### src/rtl/stopwatch_bcd_pkg.sv
// Shared definitions for the BCD stopwatch.
//   state_t       : stopwatch control states
//   BCD_DIGIT_MAX : highest value of a decimal digit
//   BCD_TENS_MAX  : highest value of the seconds-tens digit
package stopwatch_bcd_pkg;

    typedef enum logic [1:0] {
        IDLE    = 2'd0,
        RUNNING = 2'd1,
        PAUSED  = 2'd2
    } state_t;

    localparam logic [3:0] BCD_DIGIT_MAX = 4'd9;
    localparam logic [3:0] BCD_TENS_MAX  = 4'd5;

endpackage

### src/rtl/stopwatch_bcd_sync_edge_detect.sv
// Input synchronizer with rising-edge detector.
//   clk_in    : system clock
//   rst_n     : asynchronous active-low reset
//   d_in      : asynchronous level input
//   pulse_out : one-cycle pulse per synchronized rising edge of d_in
module sync_edge_detect #(
    parameter int SYNC_STAGES = 2
) (
    input  logic clk_in,
    input  logic rst_n,
    input  logic d_in,
    output logic pulse_out
);
    import stopwatch_bcd_pkg::*;

    logic [SYNC_STAGES-1:0] sync;
    logic                   hist;

    always_ff @(posedge clk_in or negedge rst_n) begin
        if (!rst_n) begin
            sync <= '0;
            hist <= 1'b0;
        end else begin
            sync <= {sync[SYNC_STAGES-2:0], d_in};
            hist <= sync[SYNC_STAGES-1];
        end
    end

    // Pulse is decoded from flops only, so it is glitch-free inside clk_in.
    assign pulse_out = sync[SYNC_STAGES-1] & ~hist;

endmodule

### src/rtl/stopwatch_bcd.sv
// M:SS.t stopwatch kept as four BCD digits.
//   clk_in     : system clock
//   rst_n      : asynchronous active-low reset
//   tick_in    : divided square wave, each rising edge is 0.1 s
//   start_stop : button level, each rising edge toggles run/pause
//   clear      : synchronous clear of time and state while high
//   digit0..3  : tenths, seconds ones, seconds tens, minutes (BCD)
//   running    : high while in RUNNING
//   overflow   : sticky, set when time wraps from MAX_MIN:59.9
//
// state   | meaning
// --------+------------------------------------------
// IDLE    | cleared, waiting for first start press
// RUNNING | ticks advance the time
// PAUSED  | time held, next press resumes
module stopwatch_bcd
    import stopwatch_bcd_pkg::*;
#(
    parameter int SYNC_STAGES = 2,
    parameter int MAX_MIN     = 9
) (
    input  logic       clk_in,
    input  logic       rst_n,
    input  logic       tick_in,
    input  logic       start_stop,
    input  logic       clear,
    output logic [3:0] digit0,
    output logic [3:0] digit1,
    output logic [3:0] digit2,
    output logic [3:0] digit3,
    output logic       running,
    output logic       overflow
);

    localparam logic [3:0] MAX_MIN_BCD = 4'(MAX_MIN);

    logic   tick_p;
    logic   ss_p;
    state_t state;

    sync_edge_detect #(.SYNC_STAGES(SYNC_STAGES)) u_tick_sync (
        .clk_in    (clk_in),
        .rst_n     (rst_n),
        .d_in      (tick_in),
        .pulse_out (tick_p)
    );

    sync_edge_detect #(.SYNC_STAGES(SYNC_STAGES)) u_ss_sync (
        .clk_in    (clk_in),
        .rst_n     (rst_n),
        .d_in      (start_stop),
        .pulse_out (ss_p)
    );

    always_ff @(posedge clk_in or negedge rst_n) begin
        if (!rst_n) begin
            state    <= IDLE;
            running  <= 1'b0;
            overflow <= 1'b0;
            digit0   <= 4'd0;
            digit1   <= 4'd0;
            digit2   <= 4'd0;
            digit3   <= 4'd0;
        end else if (clear) begin
            state    <= IDLE;
            running  <= 1'b0;
            overflow <= 1'b0;
            digit0   <= 4'd0;
            digit1   <= 4'd0;
            digit2   <= 4'd0;
            digit3   <= 4'd0;
        end else begin
            // Counting looks at the current state, so a tick coinciding
            // with the pausing press still counts, and one coinciding
            // with the starting press does not.
            if (tick_p && state == RUNNING) begin
                if (digit0 == BCD_DIGIT_MAX) begin
                    digit0 <= 4'd0;
                    if (digit1 == BCD_DIGIT_MAX) begin
                        digit1 <= 4'd0;
                        if (digit2 == BCD_TENS_MAX) begin
                            digit2 <= 4'd0;
                            if (digit3 == MAX_MIN_BCD) begin
                                digit3   <= 4'd0;
                                overflow <= 1'b1;
                            end else begin
                                digit3 <= digit3 + 4'd1;
                            end
                        end else begin
                            digit2 <= digit2 + 4'd1;
                        end
                    end else begin
                        digit1 <= digit1 + 4'd1;
                    end
                end else begin
                    digit0 <= digit0 + 4'd1;
                end
            end

            if (ss_p) begin
                case (state)
                    IDLE: begin
                        state   <= RUNNING;
                        running <= 1'b1;
                    end
                    RUNNING: begin
                        state   <= PAUSED;
                        running <= 1'b0;
                    end
                    PAUSED: begin
                        state   <= RUNNING;
                        running <= 1'b1;
                    end
                    default: begin
                        state   <= IDLE;
                        running <= 1'b0;
                    end
                endcase
            end
        end
    end

endmodule

### config.mk
export PLATFORM = sky130hd
export DESIGN_NAME = stopwatch_bcd
export DESIGN_NICKNAME = d
export VERILOG_FILES = /design/src/rtl/stopwatch_bcd_pkg.sv /design/src/rtl/stopwatch_bcd_sync_edge_detect.sv /design/src/rtl/stopwatch_bcd.sv
export SDC_FILE = /design/constraint.sdc
export NUM_CORES = 1
export LEC_CHECK = 0
export CAP_MARGIN = 20
export CORE_MARGIN = 2
export CORE_UTILIZATION = 39
export DETAILED_ROUTE_END_ITERATION = 16
export SLEW_MARGIN = 0
export SYNTH_ARGS = -nofsm -noshare
export SYNTH_HDL_FRONTEND = slang
export SYNTH_SLANG_ARGS = --single-unit
### constraint.sdc
create_clock -name clk_in -period 3 [get_ports clk_in]
set_clock_uncertainty 0.2 [all_clocks]
set_input_delay 0.45 -clock clk_in [delete_from_list [all_inputs] [get_ports clk_in]]
set_output_delay 0.45 -clock clk_in [all_outputs]
set_load 0.01 [all_outputs]
==> results.cfg, run 1 <==
[place]
placed_area_mm2 = 0.001500
hpwl_um = 1666
place.gp.congestion = 0.8306
io_buffers = 22
dpl.cell_count = 177

[global_routing]
grt_usage = 0.1520
antenna_found_initial = 0
gr-total-overflow = 0
grt_pass1_vias = 924
grt_max_degree = 26
grt_pass1_wl_um = 4112

[clocking]
postCtsHoldBufs = 0
cts_max_path_buffers = 2
cts-root-buf = clkbuf_4
cts_tree = built
cts.repair.resized = 0
cts_sinks = 25
clk_pin_slew_ns = 0.13
post_cts_buffers = 0
htree_levels = 1
numCtsBuffers = 3
clock_latency_ns = 0.31

[sta]
setup_viol = 0
tightest_slew_ns = 0.7247
post-route-min-period_ns = 2.108
grt_setup_unrepaired = false
fmax_mhz = 474.3
hold_viol_final = 0
slew_headroom = 0.5153
period_share = 0.7028
setup_tns_ns = 0
finalMaxSlewViolations = 0

[floorplanning]
die_w_um = 60.07
rows = 20
initial_utilization = 0.4050
die_h_um = 60.07
dieArea_mm2 = 0.003608
coreArea_mm2 = 0.003028
io_pins = 23

[critical_path]
worstSetupStartpointType = primary input
worstPathArrival_ns = 2.14
critPathCaptureType = flop
cp_max_fo = 20
worstPathRequired_ns = 3.03
crit_type = in2reg

[logic_synthesis]
synth_top_area_cell = dfrtp_1
syn_inst = 112
yosysSeqAreaShare = 0.5102
synth.distinct_cells = 32
synth.cell_area_mm2 = 0.001226
synth_top_area_frac = 0.5102
syn_nets = 125
synthTopCellsByArea = dfrtp_1 51%, ha_1 8.2%, o21ai_1 4.1%, nand2_1 3.4%, o31ai_1 3.1%
syn_area_per_cell_um2 = 10.95
synth_warnings = 0
synth-seq-cells = 25

[pwr]
power_leakage_nw = 0.6369
power_density_mw_per_mm2 = 397.6
ir_worst_vdd_v = 0.0002289

[drt]
first_pass_iters = 4
drc = 0
wl_per_cell_um = 12.82
vias = 926
first_iter_violations = 32
postRouteWirelength_um = 2321
final_antenna_net_count = 0
routed_via_density = 5.116

[cells_and_area]
diodes = 0
design_area_mm2 = 0.001526
mostFrequentLayoutCells = 25 x dfrtp_1, 22 x clkdlybuf4s50_1, 11 x nand2_1, 10 x o21ai_1, 8 x ha_1
area_growth_pct = 24.49
fin_nets = 151
drive_gt1_frac = 0.05839
mostFrequentLayoutCell = dfrtp_1
final_cells = 181

[min_path]
worstHoldPathType = reg2reg

[status]
status = finished, final reports clean

[flow_run]
drv_cap = 0
## layout make-up
class                           count  area (um^2)
Clock buffer                        4        26.28
Fill cell                         286         1501
Inverter                            5        18.77
Multi-Input combinational cell     80        573.1
Sequential cell                    25        625.6
Tap cell                           44        55.05
Timing Repair Buffer               23        227.7
## final timing paths
kind / from / end / slack [ns] / cells past startpoint
max: clear / digit1[3] / 0.89 / 4
min: u_ss_sync.sync[0] / u_ss_sync.sync[1] / 0.17 / 0
max reg2reg: digit2[0] / overflow / 1.06 / 5
min reg2reg: u_ss_sync.sync[0] / u_ss_sync.sync[1] / 0.17 / 0
max in group asynchronous: rst_n / digit3[2] / 2.09 / 2
min in group asynchronous: rst_n / digit0[2] / 0.28 / 2
## registers in the layout (all words and copies together), names as in the netlist
name	flops
digit0	4
digit2	4
u_ss_sync.sync	2
state	1
u_tick_sync.sync	2
overflow	1
digit1	4
running	1
digit3	4
u_tick_sync.hist	1
u_ss_sync.hist	1
## report_power, final
group,internal [W],switching (W),leakage (nW)
logic,0.0000457,0.0000425,0.292
clock network,0.0000519,0.0000955,0.0150
registers,0.000353,0.0000185,0.330
total,0.000451,0.000156,0.637
## cell families after synthesis
kind of cell	after synthesis	synth area share
AOI/OAI and AO/OA	25	0.1439
DFF	25	0.5102
and+or+nand+nor	44	0.2194
muxes	1	0.008164
adders and majority gates	8	0.08164
xor gates and xnor gates	2	0.01429
buffers and inverters	7	0.02244
## through the flow
stage	setup slack (ns)	hold slack (ns)	util	total power, W
floorplan	1.169	-0.04559	-	0.0004187
global placement	0.6254	0.1341	0.4955	0.0004659
detailed placement	0.5451	0.1426	0.4955	0.0004673
CTS	0.9096	0.1737	0.5041	0.0006210
global route	0.7937	0.1795	0.5041	0.0006445
finish	0.8917	0.1702	0.5041	0.0006070
## metal layers
layer,share of wire,vias to the layer above,GRT usage
met2,0.46,18,0.2376
met5,0,-,0
met3,0.029,2,0.02597
met4,0.0090,0,0.05714
li1,-,452,-
met1,0.50,454,0.2105
## synthesized netlist by cell type
cell type  instances
ha_1               8
o2111ai_1          1
nor2_1             3
or2_1              3
nand2_1           11
a41oi_1            1
nand2b_1           3
o21ai_1           10
mux2i_1            1
nor3_1             2
a21oi_1            2
xnor2_1            1
a31oi_4            1
inv_1              5
xor2_1             1
dfrtp_1           25
o41ai_1            2
nand4bb_1          1
o31ai_1            5
buf_2              1
o31ai_2            1
and3b_1            4
nand3b_1           1
and4bb_4           1
nor3b_1            3
o21ai_0            2
nand3_1            5
or3_4              1
clkbuf_1           1
nor2b_1            4
nor4b_1            1
or3_1              1
## critical path, stage by stage
cell and delay [ns]:
clkdlybuf4s50_1 0.94, a21oi_1 0.23, or2_1 0.32, o31ai_1 0.19
Note: power is estimated with default switching activity, not from simulation.
==> run 2: changes to the inputs <==
- clock period: 3 -> 2.05 ns (I/O delays scaled with it)
==> results.cfg, run 2 (synthesized netlist as in run 1, its figures left out) <==
[status]
status = finished, final reports clean

[clocking]
cts_max_path_buffers = 2
cts_sinks = 25
postCtsHoldBufs = 0
htree_levels = 1
clock_latency_ns = 0.32
numCtsBuffers = 3
clk_pin_slew_ns = 0.14
post_cts_buffers = 0
cts-root-buf = clkbuf_4
cts_tree = built

[sta]
grt_setup_unrepaired = false
timing.final.ws_setup_ns = 0.1502
tightest_slew_ns = 0.3179
slew_headroom = 0.7881
hold_viol_final = 0
setup_tns_ns = 0
setup_viol = 0
finalMaxSlewViolations = 0
fmax_mhz = 526.4
post-route-min-period_ns = 1.900
period_share = 0.9267

[global_routing]
gr-total-overflow = 0
antenna_found_initial = 0
grt_max_degree = 26
grt_pass1_wl_um = 4146
grt_pass1_vias = 913
grt_usage = 0.1520

[drt]
routed_via_density = 5.016
postRouteWirelength_um = 2426
wl_per_cell_um = 12.90
drc = 0
first_iter_violations = 40
final_antenna_net_count = 0
vias = 943
first_pass_iters = 4

[place]
place_ws_ns = 0.06486
place.gp.congestion = 0.7780
io_buffers = 22
hpwl_um = 1804

[critical_path]
cpMostUsedCell = or2_1
slowest_delay_ns = 0.46
worstPathRequired_ns = 2.09
worstSetupStartpointType = flop
worstPathArrival_ns = 1.94
slowest_stage = dfrtp_1
worstPathCellList = ha_1 > and3b_1 > or2_1 > or2_1 > o31ai_1
cp_max_fo = 6
critPathCaptureType = flop
crit_type = reg2reg

[cells_and_area]
area_growth_pct = 29.59
diodes = 0
mostFrequentLayoutCells = 25 x dfrtp_1, 22 x clkdlybuf4s50_1, 11 x nand2_1, 10 x o21ai_1
drive_gt1_frac = 0.1181
mostFrequentLayoutCell = dfrtp_1
fin_nets = 158

[floorplanning]
dieArea_mm2 = 0.003608
io_pins = 23
rows = 20
initial_utilization = 0.4050
coreArea_mm2 = 0.003028
die_h_um = 60.07
die_w_um = 60.07

[min_path]
worstHoldPathType = in2async

[pwr]
power_density_mw_per_mm2 = 573.3
ir_worst_vdd_v = 0.0003851
power_leakage_nw = 0.6696

[flow_run]
drv_cap = 0
## run 2: power by group
group	total [W]	internal, W	switching, W
sequential	0.000543	0.000517	0.0000263
clock	0.000227	0.0000744	0.000153
combinational	0.000141	0.0000753	0.0000653
## run 2: final timing paths
check,slack [ns],to,cells after the start,from
min in group clk_in,0.18,u_ss_sync.sync[1],0,u_ss_sync.sync[0]
max reg2reg,0.15,digit1[3],5,digit1[0]
min,0.13,digit0[1],2,rst_n
max in group asynchronous,1.28,digit1[3],2,rst_n
min reg2reg,0.18,u_ss_sync.sync[1],0,u_ss_sync.sync[0]
max,0.15,digit1[3],5,digit1[0]
## run 2: metrics by stage
| stage | power, W | area (um^2) | hold slack (ns) | instances | util |
|---|---|---|---|---|---|
| floorplan | 0.0006127 | 1226 | -0.1881 | 112 | - |
| global placement | 0.0006906 | 1553 | 0.1348 | 184 | 0.5128 |
| detailed placement | 0.0006940 | 1553 | 0.1365 | 184 | 0.5128 |
| CTS | 0.0009242 | 1583 | 0.1360 | 188 | 0.5227 |
| global route | 0.0009619 | 1589 | 0.1374 | 188 | 0.5248 |
| finish | 0.0009109 | 1589 | 0.1323 | 188 | 0.5248 |
## run 2: timing repair
item / in CTS / in global routing
endpoints found under the setup margin: 0 / 3
endpoints found under the hold margin: 0 / 0
gates resized for setup: 0 / 1
## run 2: area by class of cell
type,instances,area (um^2)
clock inverter,1,7.507
timing repair buffer,30,280.3
multi-input combinational,80,579.3
inverter,5,18.77
fill,271,1439
tap,44,55.05
clock buffer,3,22.52
sequential,25,625.6
## run 2: per-layer routing
metal | wire [um] | track usage
met1 | 1231 | 0.2273
met2 | 1112 | 0.2205
met3 | 67 | 0.02597
met4 | 14 | 0.05397
met5 | 0 | 0
## run 2: critical path: cells and delay by family (launching register included)
kind / cells / cell delay (ns)
AOI/OAI and AO/OA: 1 / 0.19
DFF: 1 / 0.46
adders and majority gates: 1 / 0.21
and+or+nand+nor: 3 / 0.76
